File: config.mk
export PLATFORM = sky130hd
export DESIGN_NAME = pulse_to_level_flat
export DESIGN_NICKNAME = d
export VERILOG_FILES = /design/src/rtl/pulse_to_level_if.sv /design/src/rtl/pulse_to_level.sv /design/src/flat_wrapper.sv
export SDC_FILE = /design/constraint.sdc
export NUM_CORES = 1
export LEC_CHECK = 0
export ABC_CLOCK_PERIOD_IN_PS = 4100
export BUFFER_PORTS_ARGS = -buffer_cell sky130_fd_sc_hd__clkbuf_2
export CAP_MARGIN = 20
export CORE_AREA = 2 2 64 66
export CTS_CLUSTER_DIAMETER = 100
export DETAILED_ROUTE_END_ITERATION = 12
export DIE_AREA = 0 0 66 68
export GPL_ROUTABILITY_DRIVEN = 0
export GPL_TIMING_DRIVEN = 0
export PLACE_DENSITY = 0.69
export SYNTH_ARGS = -nofsm -noshare
export SYNTH_HDL_FRONTEND = slang
export SYNTH_SLANG_ARGS = --single-unit
export TNS_END_PERCENT = 5
File: constraint.sdc
create_clock -name clk -period 4.1 [get_ports clk]
set_input_delay 1.23 -clock clk [delete_from_list [all_inputs] [get_ports clk]]
set_output_delay 1.23 -clock clk [all_outputs]
set_load 0.005 [all_outputs]
File: src/rtl/pulse_to_level_if.sv
// Request/level bundle between a pulse producer and the pulse_to_level stretcher.
interface pulse_to_level_if #(
  parameter int CNT_W  = 8,
  parameter int PEND_W = 4
);
  logic              pulse_in;
  logic [CNT_W-1:0]  hold_cycles;
  logic              mode;
  logic              ack_in;
  logic              retrigger_en;
  logic              overflow_clr;
  logic              level_out;
  logic              busy;
  logic              done_pulse;
  logic [PEND_W-1:0] pending_count;
  logic              overflow;

  // Requester side: issues pulses and configuration, observes the level.
  modport master (
    output pulse_in, hold_cycles, mode, ack_in, retrigger_en, overflow_clr,
    input  level_out, busy, done_pulse, pending_count, overflow
  );

  // Stretcher side: consumes requests, produces the held level and status.
  modport slave (
    input  pulse_in, hold_cycles, mode, ack_in, retrigger_en, overflow_clr,
    output level_out, busy, done_pulse, pending_count, overflow
  );
endinterface

File: src/rtl/pulse_to_level.sv
// Stretches single-cycle request pulses into held levels, either for a fixed
// cycle count or until acknowledged, queueing overlapping requests and always
// inserting a low gap between consecutive levels.
module pulse_to_level #(
  parameter int CNT_W      = 8,
  parameter int PEND_W     = 4,
  parameter int GAP_CYCLES = 1
) (
  input  logic             clk,
  input  logic             reset,
  pulse_to_level_if.slave  bus
);

  localparam int GAP_W = (GAP_CYCLES < 2) ? 1 : $clog2(GAP_CYCLES + 1);
  localparam logic [GAP_W-1:0]  GAP_LOAD = GAP_W'(GAP_CYCLES);
  localparam logic [PEND_W-1:0] PEND_MAX = '1;

  typedef enum logic [1:0] {
    IDLE = 2'd0,
    HOLD = 2'd1,
    GAP  = 2'd2
  } state_t;

  state_t            state_q, state_d;
  logic [CNT_W-1:0]  hcnt_q, hcnt_d;
  logic [GAP_W-1:0]  gcnt_q, gcnt_d;
  logic              mode_q, mode_d;
  logic [PEND_W-1:0] pend_q, pend_d;
  logic              ovf_q, ovf_d;
  logic              level_q, level_d;
  logic              done_q, done_d;
  logic              busy_q, busy_d;
  logic [CNT_W-1:0]  holdLoad;
  logic              pendInc;
  logic              pendDec;

  assign holdLoad = (bus.hold_cycles == '0) ? CNT_W'(1) : bus.hold_cycles;

  // Next-state, counter and pending-queue logic; outputs are derived from the next state so they can be registered.
  always_comb begin
    state_d = state_q;
    hcnt_d  = hcnt_q;
    gcnt_d  = gcnt_q;
    mode_d  = mode_q;
    pendInc = 1'b0;
    pendDec = 1'b0;

    case (state_q)
      IDLE: begin
        if (bus.pulse_in) begin
          state_d = HOLD;
          hcnt_d  = holdLoad;
          mode_d  = bus.mode;
        end
      end
      HOLD: begin
        if (!mode_q) begin
          if (bus.retrigger_en && bus.pulse_in) begin
            hcnt_d = holdLoad;
          end else begin
            pendInc = bus.pulse_in;
            if (hcnt_q == CNT_W'(1)) begin
              state_d = GAP;
              gcnt_d  = GAP_LOAD;
            end else begin
              hcnt_d = hcnt_q - CNT_W'(1);
            end
          end
        end else begin
          pendInc = bus.pulse_in;
          if (bus.ack_in) begin
            state_d = GAP;
            gcnt_d  = GAP_LOAD;
          end
        end
      end
      GAP: begin
        pendInc = bus.pulse_in;
        if (gcnt_q == GAP_W'(1)) begin
          if ((pend_q != '0) || bus.pulse_in) begin
            state_d = HOLD;
            hcnt_d  = holdLoad;
            mode_d  = bus.mode;
            pendDec = 1'b1;
          end else begin
            state_d = IDLE;
          end
        end else begin
          gcnt_d = gcnt_q - GAP_W'(1);
        end
      end
      default: state_d = IDLE;
    endcase

    pend_d = pend_q;
    ovf_d  = ovf_q & ~bus.overflow_clr;
    if (pendInc && !pendDec) begin
      if (pend_q == PEND_MAX) begin
        ovf_d = 1'b1;
      end else begin
        pend_d = pend_q + PEND_W'(1);
      end
    end else if (pendDec && !pendInc) begin
      pend_d = pend_q - PEND_W'(1);
    end

    level_d = (state_d == HOLD);
    done_d  = (state_q == HOLD) && (state_d == GAP);
    busy_d  = (state_d != IDLE) || (pend_d != '0);
  end

  // State and output registers; reset drops the level and discards the queue without a done pulse.
  always_ff @(posedge clk) begin
    if (reset) begin
      state_q <= IDLE;
      hcnt_q  <= '0;
      gcnt_q  <= '0;
      mode_q  <= 1'b0;
      pend_q  <= '0;
      ovf_q   <= 1'b0;
      level_q <= 1'b0;
      done_q  <= 1'b0;
      busy_q  <= 1'b0;
    end else begin
      state_q <= state_d;
      hcnt_q  <= hcnt_d;
      gcnt_q  <= gcnt_d;
      mode_q  <= mode_d;
      pend_q  <= pend_d;
      ovf_q   <= ovf_d;
      level_q <= level_d;
      done_q  <= done_d;
      busy_q  <= busy_d;
    end
  end

  assign bus.level_out     = level_q;
  assign bus.done_pulse    = done_q;
  assign bus.busy          = busy_q;
  assign bus.pending_count = pend_q;
  assign bus.overflow      = ovf_q;

endmodule

File: src/flat_wrapper.sv
// flat-port wrapper written by rule: the top's interface ports become plain ports
module pulse_to_level_flat 
#(
  parameter int CNT_W      = 8,
  parameter int PEND_W     = 4,
  parameter int GAP_CYCLES = 1
)
  (clk, reset, bus_pulse_in, bus_hold_cycles, bus_mode, bus_ack_in, bus_retrigger_en, bus_overflow_clr, bus_level_out, bus_busy, bus_done_pulse, bus_pending_count, bus_overflow);
  pulse_to_level_if #(.CNT_W(CNT_W), .PEND_W(PEND_W)) bus_i ();
  input  logic clk;
  input  logic reset;
  input wire logic [$bits(bus_i.pulse_in)-1:0] bus_pulse_in;
  input wire logic [$bits(bus_i.hold_cycles)-1:0] bus_hold_cycles;
  input wire logic [$bits(bus_i.mode)-1:0] bus_mode;
  input wire logic [$bits(bus_i.ack_in)-1:0] bus_ack_in;
  input wire logic [$bits(bus_i.retrigger_en)-1:0] bus_retrigger_en;
  input wire logic [$bits(bus_i.overflow_clr)-1:0] bus_overflow_clr;
  output wire logic [$bits(bus_i.level_out)-1:0] bus_level_out;
  output wire logic [$bits(bus_i.busy)-1:0] bus_busy;
  output wire logic [$bits(bus_i.done_pulse)-1:0] bus_done_pulse;
  output wire logic [$bits(bus_i.pending_count)-1:0] bus_pending_count;
  output wire logic [$bits(bus_i.overflow)-1:0] bus_overflow;
  assign bus_i.pulse_in = bus_pulse_in;
  assign bus_i.hold_cycles = bus_hold_cycles;
  assign bus_i.mode = bus_mode;
  assign bus_i.ack_in = bus_ack_in;
  assign bus_i.retrigger_en = bus_retrigger_en;
  assign bus_i.overflow_clr = bus_overflow_clr;
  assign bus_level_out = bus_i.level_out;
  assign bus_busy = bus_i.busy;
  assign bus_done_pulse = bus_i.done_pulse;
  assign bus_pending_count = bus_i.pending_count;
  assign bus_overflow = bus_i.overflow;
  pulse_to_level #(.CNT_W(CNT_W), .PEND_W(PEND_W), .GAP_CYCLES(GAP_CYCLES)) u_core (.clk(clk), .reset(reset), .bus(bus_i));
endmodule
==> run summary, run 1 <==
The run gives 4.23 ns as the critical path data required time. After technology mapping, the gate count stands at 180. TritonCTS built the clock tree. Excluding fillers, the count of instances in the completed layout stands at 256. The initial cell density of the core is 0.375, and the total number of H-tree levels is 1. The maximum clock frequency came out at 389 MHz. The flow ran to the end, and the final reports show no timing, DRC or antenna violations. The count of yosys warnings during synthesis is 0, and the detail-routed via count per cell is 5.66. Once placement finished, the instance area stood at 1620 sq um. The post-layout utilization of the core came out at 0.434. Prior to clock tree synthesis, the placed netlist has a worst setup slack of 1.28 ns.

After floorplanning, the core was sized to cover 3860 sq um. The final route contains 1449 vias. The routed design has 3.63 mm of wire. Buffers inserted to repair hold after CTS numbered 0. The critical path in this run is classified as primary input to flop.

Clock-pin slew was measured on the worst setup and hold paths at 0.08 ns. For the pin with the worst max-slew slack, the measured transition is 0.551 ns. From synthesis to final layout, the design area changed by 15.7%. The worst setup path is launched from a primary input.

Along the worst path, the maximum fanout reaches 10. In the synthesized netlist, the cells that appear most often are sky130_fd_sc_hd__dfxtp_1, sky130_fd_sc_hd__nor2_1, sky130_fd_sc_hd__inv_1, sky130_fd_sc_hd__nand2_1, sky130_fd_sc_hd__a21oi_1. The first-pass detailed-route iteration total came out at 4. Setup repair after global routing left no endpoint under its margin. For the worst setup path, the data arrival time is 2.70 ns. The shortest period the worst path allows came out at 2.57 ns. Setup violations remaining at the end of the flow were counted as 0. The sort of element at the end of the critical path is a flop. Hold is met by 0.499 ns.

The number of nets handed over by synthesis was 204. The global-route total usage across every layer is 0.170, and the top-level I/O count is 23. Buffers inserted during clock tree synthesis total 3. The final routed DRC violation total is 0, and the die width is 66 microns. The tool flagged a number of max-cap violations equal to 0. The fraction of the cycle the final worst path needs is 0.626, and the number of flip-flops and latches in the synthesized netlist is 20. The count of buffers added on input and output ports is 22. In the final design database the tool counted 231 nets. Sorting the synthesized cells by area gives the leading types as sky130_fd_sc_hd__dfxtp_1, sky130_fd_sc_hd__ha_1, sky130_fd_sc_hd__nor2_1, sky130_fd_sc_hd__a21oi_1, sky130_fd_sc_hd__inv_1.

The path class of the tightest hold or removal check is flop to flop. Each instance of the synthesized netlist takes up on average 8.04 sq um. Across the routed clock network, the largest skew measured is 0.00202 ns.

The wire length of the first global-routing pass came out at 5.95 mm. Entering global routing, the biggest net connects 12 pins. Once the clock tree was built, the setup fixing pass inserted 0 buffers. The number of antenna violations at the first check in global routing was 0.

Once detailed placement completed, the half-perimeter wirelength came to 2.69 mm. In this run the static leakage power is 0.724 nW. The mapped netlist covers 1450 sq um. The initialized floorplan defines 23 standard-cell rows. The detailed router finished its first iteration with 109 violations. Clock latency on the worst-skew pair, taken at its later pin, is 0.26 ns. The number of antenna diodes in the final layout is 0. The total power per unit cell area is 369 nW/um^2, and the placed cell count is 252. The top-area cell type share of the netlist area is 0.277, and the post-cts resize count is 0. Remaining number of nets flagged by the antenna check after routing: 0.

The longest clock path from root to sink contains 2 buffers. Yosys mapped a number of flops with a built-in enable equal to 0. The max-slew violation count was 0; the y dimension of the die was 68 microns.

The commonest register cell after synthesis is sky130_fd_sc_hd__dfxtp_1. The share of final-layout standard cells stronger than drive strength 1 was 0.209. For the clock sink total, the log shows 20. Max-slew headroom at the worst pin: 0.630. The total power after layout is 618 uW. Post-synthesis sequential area ratio: 0.277. Final number of hold-violating endpoints: 0. Once layout is done, the placed cells without fillers occupy 1670 sq um.

The worst-case vdd ir drop came out at 0.000135 V. The tools report the final setup slack of the worst path as 1.53 ns. In the final routed layout, each cell accounts on average for 14.2 microns.

The die area is 4490 sq um. The remaining global-route overflow was 0; the number of global-route vias before repair was 1280. The most numerous cell in the Yosys netlist was sky130_fd_sc_hd__dfxtp_1. Clock tree synthesis selected as its root buffer the cell sky130_fd_sc_hd__clkbuf_8.

The post-synthesis cell type count is 54, and the setup TNS is 0 ns. Of all cell types, the one taking the most synthesized area is sky130_fd_sc_hd__dfxtp_1. The fraction of registers with async set/reset works out to 0.
placed cells by master (no fill, tap or decap), types with 3 or more instances in the layout:
cell type and instances:
sky130_fd_sc_hd__clkbuf_2 22, sky130_fd_sc_hd__dfxtp_1 20, sky130_fd_sc_hd__nor2_1 16, sky130_fd_sc_hd__inv_1 13, sky130_fd_sc_hd__nand2_1 13, sky130_fd_sc_hd__a21oi_1 11
sky130_fd_sc_hd__ha_1 9, sky130_fd_sc_hd__nand3_1 8, sky130_fd_sc_hd__nor3_1 6, sky130_fd_sc_hd__o21ai_0 6, sky130_fd_sc_hd__a31oi_1 5, sky130_fd_sc_hd__buf_2 4
sky130_fd_sc_hd__nor4_1 4, sky130_fd_sc_hd__clkbuf_8 4, sky130_fd_sc_hd__o21ai_1 3, sky130_fd_sc_hd__a32oi_1 3, sky130_fd_sc_hd__a211oi_1 3, sky130_fd_sc_hd__a211o_1 3
sky130_fd_sc_hd__o311ai_0 3
flip-flops by register name (all words and copies together), names as in the netlist:
register	count
u_core.bus.overflow	1
u_core.state_q	2
u_core.bus.busy	1
u_core.bus.pending_count	4
u_core.bus.level_out	1
u_core.mode_q	1
u_core.hcnt_q	8
u_core.bus.done_pulse	1
u_core.gcnt_q	1
cell type report:
class	instances	area (sq um)
Fill cell	423	2180
Multi-Input combinational cell	139	951
Buffer	8	46.3
Sequential cell	20	400
Tap cell	50	62.6
Timing Repair Buffer	22	110
Inverter	13	48.8
Clock buffer	4	55.1
report_power, final:
part           switching [mW]  total, mW  internal (mW)
Sequential             0.0237      0.242          0.218
Combinational           0.124      0.220         0.0953
Clock                  0.0711      0.157         0.0857
Total                   0.219      0.618          0.399
metal layers:
layer	GRT usage	wire, microns	vias to the layer above
li1	-	-	739
met2	0.265	1680	61
met1	0.237	1690	645
met4	0.0612	36	0
met3	0.0280	222	4
met5	0	0	-
worst max-delay path, cell delays in order:
cell,delay [ns]
sky130_fd_sc_hd__clkbuf_2,0.09
sky130_fd_sc_hd__buf_2,0.23
sky130_fd_sc_hd__nor4b_4,0.10
sky130_fd_sc_hd__or4b_4,0.54
sky130_fd_sc_hd__o311a_1,0.15
sky130_fd_sc_hd__a221oi_2,0.22
sky130_fd_sc_hd__a41oi_1,0.14
kinds of logic (layout without fill, tap and decap cells):
family / after synthesis / in the layout / share of synthesized area
adder cells (fa/ha/maj): 9 / 9 / 0.0779
XOR/XNOR: 1 / 1 / 0.00606
AND/OR/NAND/NOR: 67 / 67 / 0.261
buffers and inverters: 21 / 47 / 0.0658
flip-flops: 20 / 20 / 0.277
multiplexers: 1 / 1 / 0.00692
AO/OA/AOI/OAI: 61 / 61 / 0.305
path summary, 6_finish.rpt:
check,startpoint,to,slack (ns),depth (start not counted)
setup / recovery,bus_pulse_in,u_core.bus.busy,1.53,7
hold reg to reg,u_core.bus.overflow,u_core.bus.overflow,0.50,2
setup reg to reg,u_core.state_q[0],u_core.bus.busy,1.71,8
hold / removal,u_core.bus.overflow,u_core.bus.overflow,0.50,2
Power figures use the tool's default switching activity.
==> inputs of run 2 (changes only) <==
ABC_CLOCK_PERIOD_IN_PS = 2400   (was 4100)
clock period = 2.4 ns   (was 4.1 ns; I/O delays follow)
==> run 2 against run 1 <==
Compared with the run above: clock skew is the same; cell count is the same; critical path depth grew 1; critical path type is now flop to flop; highest routed layer unchanged; sequential share of layout area grew 0.11 points; core utilization grew 0.065 points; non-clock buffer count is the same; combinational power grew 70%; sequential power grew 71%.
==> run summary, run 2 (synthesis gave the netlist of run 1 again) <==
The signal on the critical path passes through inv_1 > ha_1 > and2_4 > buf_6 > or4b_4 > o311a_1 > a221oi_2 > a41oi_1. The run finished with clean final reports. The fraction of the cycle the final worst path needs came out at 0.971.

The tools report the net switching power figure as 374 uW. The run gives 3 as the clock buffer count from CTS. The final-layout fill cell count was 425. For this design the ratio of total power to cell area is 630 nW/um^2. The setup skew after layout came out at 0.00202 ns. In this run, post-CTS hold repair placed 0 buffers. The tools report the number of antenna violations at the first check in global routing as 0.

In the routed design, unresolved DRC markers number 0. The cell family contributing the most delay on the critical path is simple AND/OR/NAND/NOR gates. The final layout contains 231 nets.

Based on the critical path, the design can be clocked at up to 429 MHz. The number of setup buffers added after CTS is 0. Leaving out fill and tap cells, the most frequent cell in the layout is sky130_fd_sc_hd__clkbuf_2. Ranked by flip-flop count, first place goes to u_core.hcnt_q.

The top-level I/O count was 23; the post-detailed-route wirelength per cell was 14.2 microns. The share of final-layout standard cells stronger than drive strength 1 works out to 0.218. The clock transition at the registers of the reported paths is 0.08 ns, and the switching portion of total power is 0.354. Detailed placement ended at an HPWL of 2.69 mm. The run gives 5.95 mm as the wire length of the first global-routing pass.

The min-delay analysis places its worst path in the category flop to flop. For the part of the total power dissipated in the clock network, the log shows 0.253. The number of placed instances, taps included, is 252. The global-route total usage across every layer is 0.170, and the first-pass detailed-route iteration total is 4. Of all nets on the critical path, the largest fanout is 10. The stage delay of the slowest cell on the critical path came out at 0.55 ns. The total of buffers placed on input and output ports is 22. The tools report the sort of element at the end of the critical path as a flop. The logs give 0 for the final number of hold-violating endpoints and 1 for the total number of H-tree levels.

The tools report the library cell used as clock root buffer as sky130_fd_sc_hd__clkbuf_8. The multi-input combinational cells in the finished layout cover a total of 951 sq um. Across the VDD grid, the largest voltage drop is 0.000231 V. For the remaining number of nets flagged by the antenna check after routing, the log shows 0.

Relative to the synthesized area, the layout overhead comes to 15.9%. Row generation in the floorplan step produced 23 rows. The routed layout has 1449 vias.

The tool flagged a number of max-cap violations equal to 0. Combinational group share of total power: 0.355. The internal portion of the total power is 682 uW.

The critical path in this run is classified as flop to flop. For the critical path data required time, the log shows 2.53 ns. Summed over all failing endpoints, the final setup total negative slack is 0 ns. Setup violations remaining at the end of the flow were counted as 0. For the initial cell density of the core, the log shows 0.375. In the layout the commonest cells are sky130_fd_sc_hd__clkbuf_2, sky130_fd_sc_hd__dfxtp_1, sky130_fd_sc_hd__nor2_1. In this run the static leakage power is 0.725 nW. The number of global-route vias before repair is 1280.

Summed over all layers, the global routing overflow is 0. The run gives 2.46 ns as the data arrival time of the critical path. The sequential cells in the finished layout cover a total of 403 sq um. The largest individual stage delay along the critical path comes from the cell sky130_fd_sc_hd__or4b_4.

For the clock sink total, the log shows 20. For the finished layout, the period the worst path requires is 2.33 ns. The detail-routed via count per cell was 5.66; the maximum buffer depth of the clock tree was 2.

The source-to-sink clock delay at the later pin of the worst-skew pair was 0.26 ns. The repair_antennas step left the layout with diodes totalling 0. TritonCTS built the clock tree.

At the pin with the least slew margin, the transition time is 0.551 ns. The critical path contains buffers and inverters numbering 2 combined. Launching element type of the critical path: a flop.

The routed design has 3.63 mm of wire. The DRC violation total after the first TritonRoute iteration is 109. The run gives 0.391 as the sequential group share of total power. The die area was 4490 sq um; the max-slew violation count was 0.

Entering global routing, the biggest net connects 12 pins. The core region is 3860 sq um. The final non-filler cell total came out at 256. The max-slew headroom at the worst pin came out at 0.630.

Setup repair after global routing left no endpoint under its margin. In this run the vertical extent of the chip is 68 microns. The flip-flop count of the largest register after layout is 8. The die width works out to 66 microns.
run 2: changes by cell type in the layout (fill, tap and decap cells not counted):
cell	previous run	this run
sky130_fd_sc_hd__dfxtp_2	0	2
sky130_fd_sc_hd__dfxtp_1	20	18
run 2: timing repair:
| action | in CTS | in global routing |
|---|---|---|
| gates resized for setup | 0 | 2 |
| setup endpoints to repair | 0 | 1 |
| endpoints found under the hold margin | 0 | 0 |
run 2: per-stage QoR:
step	area (sq um)	setup slack, ns	total power [mW]	hold WS [ns]	util
after floorplan	1450	0.260	0.689	0.460	-
after global placement	1620	0.0376	0.784	0.474	0.420
after detailed placement	1620	0.0442	0.786	0.483	0.420
after CTS	1670	0.0251	1.06	0.508	0.434
after global routing	1680	0.00409	1.13	0.535	0.435
final	1680	0.0690	1.06	0.499	0.435
run 2: worst register-to-register path, stage by stage (launching register included):
cell	delay, ns
sky130_fd_sc_hd__dfxtp_2	0.37
sky130_fd_sc_hd__inv_1	0.09
sky130_fd_sc_hd__ha_1	0.36
sky130_fd_sc_hd__and2_4	0.18
sky130_fd_sc_hd__buf_6	0.13
sky130_fd_sc_hd__or4b_4	0.55
sky130_fd_sc_hd__o311a_1	0.15
sky130_fd_sc_hd__a221oi_2	0.22
sky130_fd_sc_hd__a41oi_1	0.14
run 2: worst paths after layout:
| kind | startpoint | slack, ns | depth (start not counted) | to |
|---|---|---|---|---|
| setup / recovery | u_core.state_q[0] | 0.07 | 8 | u_core.bus.busy |
| hold / removal | u_core.bus.overflow | 0.50 | 2 | u_core.bus.overflow |
| setup reg to reg | u_core.state_q[0] | 0.07 | 8 | u_core.bus.busy |
| hold reg to reg | u_core.bus.overflow | 0.50 | 2 | u_core.bus.overflow |
run 2: metal layers:
metal	routed length (microns)	GRT usage	up-vias
li1	-	-	739
met1	1690	0.237	645
met2	1680	0.265	61
met3	222	0.0280	4
met4	36	0.0612	0
met5	0	0	-
run 2: cell type report:
cell class | instances | area share
Sequential cell | 20 | 0.240
Tap cell | 50 | 0.0373
Inverter | 13 | 0.0291
Multi-Input combinational cell | 139 | 0.567
Clock buffer | 4 | 0.0328
Timing Repair Buffer | 22 | 0.0657
Buffer | 8 | 0.0276
run 2: power by group through the flow:
| stage | combinational, mW | clock (mW) | sequential, mW |
|---|---|---|---|
| after floorplan | 0.278 | 0 | 0.411 |
| after global placement | 0.365 | 0 | 0.419 |
| after detailed placement | 0.367 | 0 | 0.419 |
| after global routing | 0.417 | 0.290 | 0.419 |
| final | 0.375 | 0.268 | 0.414 |
| after CTS | 0.370 | 0.278 | 0.412 |
